$ cat src/rtl/uart_tx_arbiter_pkg.sv
// Shared helpers for the UART transmit arbiter: index wrap for round-robin pointers.
package uart_tx_arbiter_pkg;

  function automatic int wrap_inc(input int idx, input int n);
    return (idx + 1 >= n) ? 0 : idx + 1;
  endfunction

endpackage

$ cat src/rtl/uart_tx_arbiter_rr_select.sv
// Round-robin winner selection: first asserted request at or after ptr, wrapping to 0.
module rr_select
  import uart_tx_arbiter_pkg::*;
#(
  parameter int N_REQ = 4,
  parameter int IW    = 2
) (
  input  logic [N_REQ-1:0] req,
  input  logic [IW-1:0]    ptr,
  output logic             valid,
  output logic [IW-1:0]    index
);

  always_comb begin
    int k;
    valid = 1'b0;
    index = '0;
    k     = int'(ptr);
    for (int i = 0; i < N_REQ; i++) begin
      if (!valid && req[k]) begin
        valid = 1'b1;
        index = IW'(k);
      end
      k = wrap_inc(k, N_REQ);
    end
  end

endmodule

$ cat src/rtl/uart_tx_arbiter.sv
// Arbitrates N_REQ byte streams onto one UART transmitter, keeping packets contiguous
// and releasing a stalled packet owner after HOLD_TIMEOUT idle cycles.
module uart_tx_arbiter
  import uart_tx_arbiter_pkg::*;
#(
  parameter int N_REQ        = 4,
  parameter int HOLD_TIMEOUT = 1024
) (
  input  logic                     clk,
  input  logic                     rst,
  input  logic [N_REQ-1:0]         req_valid,
  input  logic [8*N_REQ-1:0]       req_data,
  input  logic [N_REQ-1:0]         req_last,
  output logic [N_REQ-1:0]         req_ready,
  output logic                     tx_start,
  output logic [7:0]               tx_data,
  input  logic                     tx_busy,
  input  logic                     tx_done,
  output logic [$clog2(N_REQ)-1:0] grant_id,
  output logic                     grant_active,
  output logic                     hold_timeout,
  output logic [1:0]               state_dbg
);

  localparam int GW  = $clog2(N_REQ);
  localparam int HCW = $clog2(HOLD_TIMEOUT + 1);

  typedef enum logic [1:0] {
    S_IDLE      = 2'd0,
    S_START     = 2'd1,
    S_WAIT_DONE = 2'd2,
    S_HOLD      = 2'd3
  } state_t;

  state_t          state_q, state_d;
  logic [GW-1:0]   rr_ptr_q;
  logic [GW-1:0]   grant_q;
  logic            last_q;
  logic [7:0]      tx_data_q;
  logic [HCW-1:0]  hold_cnt_q;
  logic            hold_to_q;

  logic            sel_valid;
  logic [GW-1:0]   sel_idx;
  logic            xfer;
  logic [GW-1:0]   xfer_idx;
  logic            hold_expire;

  rr_select #(
    .N_REQ (N_REQ),
    .IW    (GW)
  ) u_rr_select (
    .req   (req_valid),
    .ptr   (rr_ptr_q),
    .valid (sel_valid),
    .index (sel_idx)
  );

  // Handshake: a byte moves when req_valid[i] && req_ready[i] at a rising edge;
  // req_ready never depends on the requester dropping valid, and is at most one-hot.
  always_comb begin
    state_d     = state_q;
    req_ready   = '0;
    xfer        = 1'b0;
    xfer_idx    = grant_q;
    hold_expire = 1'b0;
    case (state_q)
      S_IDLE: begin
        if (!tx_busy && sel_valid) begin
          req_ready[sel_idx] = 1'b1;
          xfer               = 1'b1;
          xfer_idx           = sel_idx;
          state_d            = S_START;
        end
      end
      S_START: state_d = S_WAIT_DONE;
      S_WAIT_DONE: begin
        if (tx_done) state_d = last_q ? S_IDLE : S_HOLD;
      end
      S_HOLD: begin
        if (!tx_busy) req_ready[grant_q] = 1'b1;
        // A byte arriving on the expiry cycle wins over the forced release.
        if (!tx_busy && req_valid[grant_q]) begin
          xfer    = 1'b1;
          state_d = S_START;
        end else if (hold_cnt_q == HCW'(HOLD_TIMEOUT - 1)) begin
          hold_expire = 1'b1;
          state_d     = S_IDLE;
        end
      end
      default: state_d = S_IDLE;
    endcase
    if (rst) req_ready = '0;
  end

  always_ff @(posedge clk or posedge rst) begin
    if (rst) begin
      state_q    <= S_IDLE;
      rr_ptr_q   <= '0;
      grant_q    <= '0;
      last_q     <= 1'b0;
      tx_data_q  <= 8'h00;
      hold_cnt_q <= '0;
      hold_to_q  <= 1'b0;
    end else begin
      state_q   <= state_d;
      hold_to_q <= hold_expire;
      if (xfer) begin
        tx_data_q <= req_data[int'(xfer_idx)*8 +: 8];
        last_q    <= req_last[xfer_idx];
        grant_q   <= xfer_idx;
      end
      if (state_q == S_WAIT_DONE && tx_done) begin
        if (last_q) rr_ptr_q <= GW'(wrap_inc(int'(grant_q), N_REQ));
        else        hold_cnt_q <= '0;
      end
      if (state_q == S_HOLD && !xfer && !hold_expire) hold_cnt_q <= hold_cnt_q + HCW'(1);
      if (hold_expire) rr_ptr_q <= GW'(wrap_inc(int'(grant_q), N_REQ));
    end
  end

  assign tx_start     = (state_q == S_START);
  assign tx_data      = tx_data_q;
  assign grant_id     = grant_q;
  assign grant_active = (state_q != S_IDLE);
  assign hold_timeout = hold_to_q;
  assign state_dbg    = state_q;

endmodule

$ cat config.mk
export PLATFORM = sky130hd
export DESIGN_NAME = uart_tx_arbiter
export DESIGN_NICKNAME = d
export VERILOG_FILES = /design/src/rtl/uart_tx_arbiter_pkg.sv /design/src/rtl/uart_tx_arbiter_rr_select.sv /design/src/rtl/uart_tx_arbiter.sv
export SDC_FILE = /design/constraint.sdc
export NUM_CORES = 1
export LEC_CHECK = 0
export ABC_AREA = 1
export BUFFER_PORTS_ARGS = -buffer_cell sky130_fd_sc_hd__buf_2
export CAP_MARGIN = 0
export CORE_ASPECT_RATIO = 0.9
export CORE_MARGIN = 2
export CORE_UTILIZATION = 58
export DETAILED_ROUTE_END_ITERATION = 6
export MAX_ROUTING_LAYER = met4
export PLACE_DENSITY = 0.87
export SYNTH_ARGS = -nofsm -noshare
export SYNTH_HDL_FRONTEND = slang
export SYNTH_HIERARCHICAL = 1
export SYNTH_SLANG_ARGS = --single-unit
$ cat constraint.sdc
create_clock -name clk -period 4 [get_ports clk]
set_clock_uncertainty 0.05 [all_clocks]
set_input_delay 0.6 -clock clk [delete_from_list [all_inputs] [get_ports clk]]
set_output_delay 0.6 -clock clk [all_outputs]
set_load 0.05 [all_outputs]
==> results.cfg <==
[timing]
slew_headroom = 0.599
timing.final.hold_violations = 0
period_needed_ps = 3480
rsz0062_at_grt = no
tightestPinTransition_ps = 602
setup_viol = 0
setup-tns-final_ps = 0
achievable-frequency_ghz = 0.288
fin_crit_sh = 0.869
drv_slew = 0

[cells_and_area]
area_growth_syn_to_layout_pct = 16.0
final_nets = 481
drive_above_1_share = 0.219
fillerInstances = 328
finalNonFillerCells = 471
diodes = 0

[global_routing]
grt_pass1_vias = 2262
antenna_found_initial = 0
grt_pass1_wl_um = 9320
grtUsageMet2 = 0.432
track_usage = 0.251
globalRoute.busiestLayer = met2
grt_max_degree = 30
met1_usage = 0.320
use_met3 = 0.0327
gr-total-overflow = 0

[placed_design]
io_buffers = 62
hpwl_um = 3900
gp_congestion = 0.879
placed_cells = 467

[logic_synthesis]
seq_area_frac_synth = 0.286
netlist.area_leader.share = 0.286
yosysMostFrequentCell = nand2_1
synth_edf_count = 0
ys_types = 30
synthTopCellsByCount = nand2_1, inv_1, nand3_1
postSynth.asyncResetShare = 1.00
syn_area_per_cell_sq_um = 6.45
synthCells = 366
synthFlopType = dfrtp_1
synth_fp_nets = 421
synth_top_area_cell = dfrtp_1
ys_top_cells_by_area = dfrtp_1, nand2_1, inv_1, nand3_1, ha_1
synth_area_sq_um = 2360
ys_ff_latch = 27
yosysWarnings = 6

[worst_setup_path]
arrival_ps = 2830
path_class = reg -> out
path_cells = inv_2 > ha_1 > inv_1 > nand2_1 > nand3_1 > nand2_1 > nand2_2 > inv_1 > nand4_1 > nand3_1 > inv_1 > nand3_1 > a21oi_1 > buf_2
startpoint_type = flop
end_kind = output port
worst_path_largest_cell_delay_ps = 500
cp.required_ps = 3350
crit_slowest_cell = dfrtp_1
crit_fanout = 8

[cts]
clkSinkCount = 27
clk_pin_slew_ps = 90
cts_tree = built
numCtsBuffers = 3
holdBufCountCts = 0
insertion_delay_ps = 270
htreeDepth = 1
postCtsSetupBuffers = 0
cts_buffer_depth = 2
cts_resized = 0
cts_root_buf = clkbuf_8

[pwr]
seq_power_share = 0.226
peakVddDrop_mv = 0.495
leakagePower_nw = 1.66
switchingPower_mw = 1.12
power.density_nw_per_um2 = 701
power_frac_comb = 0.691
power_frac_clock = 0.083
p_sw_frac = 0.582
p_int_uw = 804

[floorplanning]
die_width_um = 71.3
die_height_um = 64.5
start_util = 0.620
fp.coreArea_sq_um = 3810
fp-row-count = 21
dieArea_sq_um = 4600
io_pins = 63

[route]
drt_drc_violations_left = 0
routed_wl_um = 5180
dr_total_vias = 2421
post_drt_wl_per_cell_um = 11.0
drt-initial-drc-count = 169
first_pass_iters = 4
drt-vias-per-instance = 5.14
ant_nets = 0

[flow_run]
maxCapViolations = 0

[worst_hold_path]
min_path_type = in -> async

[run_status]
status = completed
-- flip-flops by register name, summed over array words and instances, names as in the netlist --
signal	count
hold_cnt_q	11
hold_timeout	1
grant_id	2
last_q	1
rr_ptr_q	2
state_dbg	2
tx_data	8
-- metal layers --
metal  wire length, um  up-vias
li1                  -     1265
met1              2410     1063
met2              2390       89
met3               358        4
met4                29        0
met5                 0        -
-- power groups by stage --
stage                     combinational (mW)  clock, mW  sequential [mW]
after global placement                  1.29          0            0.436
after floorplan                        0.914          0            0.599
after detailed placement                1.32          0            0.435
after global routing                    1.50      0.177            0.448
final                                   1.33      0.159            0.434
after CTS                               1.33      0.161            0.433
-- worst max-delay path, delay by kind of cell (launching register included) --
family                   cells  cell delay [ps]
AO/OA/AOI/OAI                1              130
adder cells (fa/ha/maj)      1              390
buffers and inverters        5              830
flip-flops                   1              500
AND/OR/NAND/NOR              7              710
-- cell families after synthesis --
kind of cell / count (synthesis) / synth area share
simple gates: 222 / 0.438
compound gates: 27 / 0.0667
fa+ha+maj: 11 / 0.0583
xor+xnor: 8 / 0.0297
buf+inv: 71 / 0.121
flops: 27 / 0.286
-- cells in the final DEF, fill, tap and decap left out, drive strengths merged --
| master | instances |
|---|---|
| a21oi | 6 |
| a32oi | 3 |
| buf | 64 |
| clkbuf | 3 |
| clkinv | 1 |
| clkinvlp | 1 |
| dfrtp | 27 |
| ha | 11 |
| inv | 61 |
| nand2 | 145 |
| nand3 | 43 |
| nand3b | 3 |
| nand4 | 14 |
| nor2 | 16 |
| nor3b | 1 |
| o21ai | 18 |
| xnor2 | 2 |
| xor2 | 6 |
-- through the flow --
step | total power [mW] | setup WS, ps | instance area, sq um | hold slack [ps] | util
after floorplan | 1.51 | 722 | 2360 | 399 | -
after CTS | 1.92 | 554 | 2740 | 324 | 0.719
after global placement | 1.73 | 998 | 2690 | 411 | 0.706
after global routing | 2.12 | 252 | 2740 | 339 | 0.719
after detailed placement | 1.76 | 870 | 2690 | 412 | 0.706
final | 1.92 | 522 | 2740 | 314 | 0.719
-- worst paths after layout --
kind | cells past startpoint | endpoint | startpoint | slack, ps
worst max register to register | 15 | hold_cnt_q[10]$_DFFE_PP0P_ | rr_ptr_q[0]$_DFFE_PP0P_ | 930
worst min register to register | 2 | tx_data[7]$_DFFE_PP0P_ | tx_data[7]$_DFFE_PP0P_ | 440
max in group asynchronous | 3 | hold_cnt_q[0]$_DFFE_PP0P_ | rst | 3330
min in group clk | 2 | tx_data[7]$_DFFE_PP0P_ | tx_data[7]$_DFFE_PP0P_ | 440
worst max-delay path | 14 | req_ready[2] | rr_ptr_q[0]$_DFFE_PP0P_ | 520
worst min-delay path | 3 | hold_timeout$_DFF_PP0_ | rst | 310
-- layout make-up --
cell class              instances  area [sq um]  share of cell area
multi-input cells             268          1400               0.511
flip-flops and latches         27           676               0.247
repair buffers                 64           325               0.119
inverters                      62           233              0.0849
well taps                      46          57.6              0.0210
clock buffers                   3          41.3              0.0151
clock inverters                 1          7.51             0.00274
Note: power is estimated with default switching activity, not from simulation.
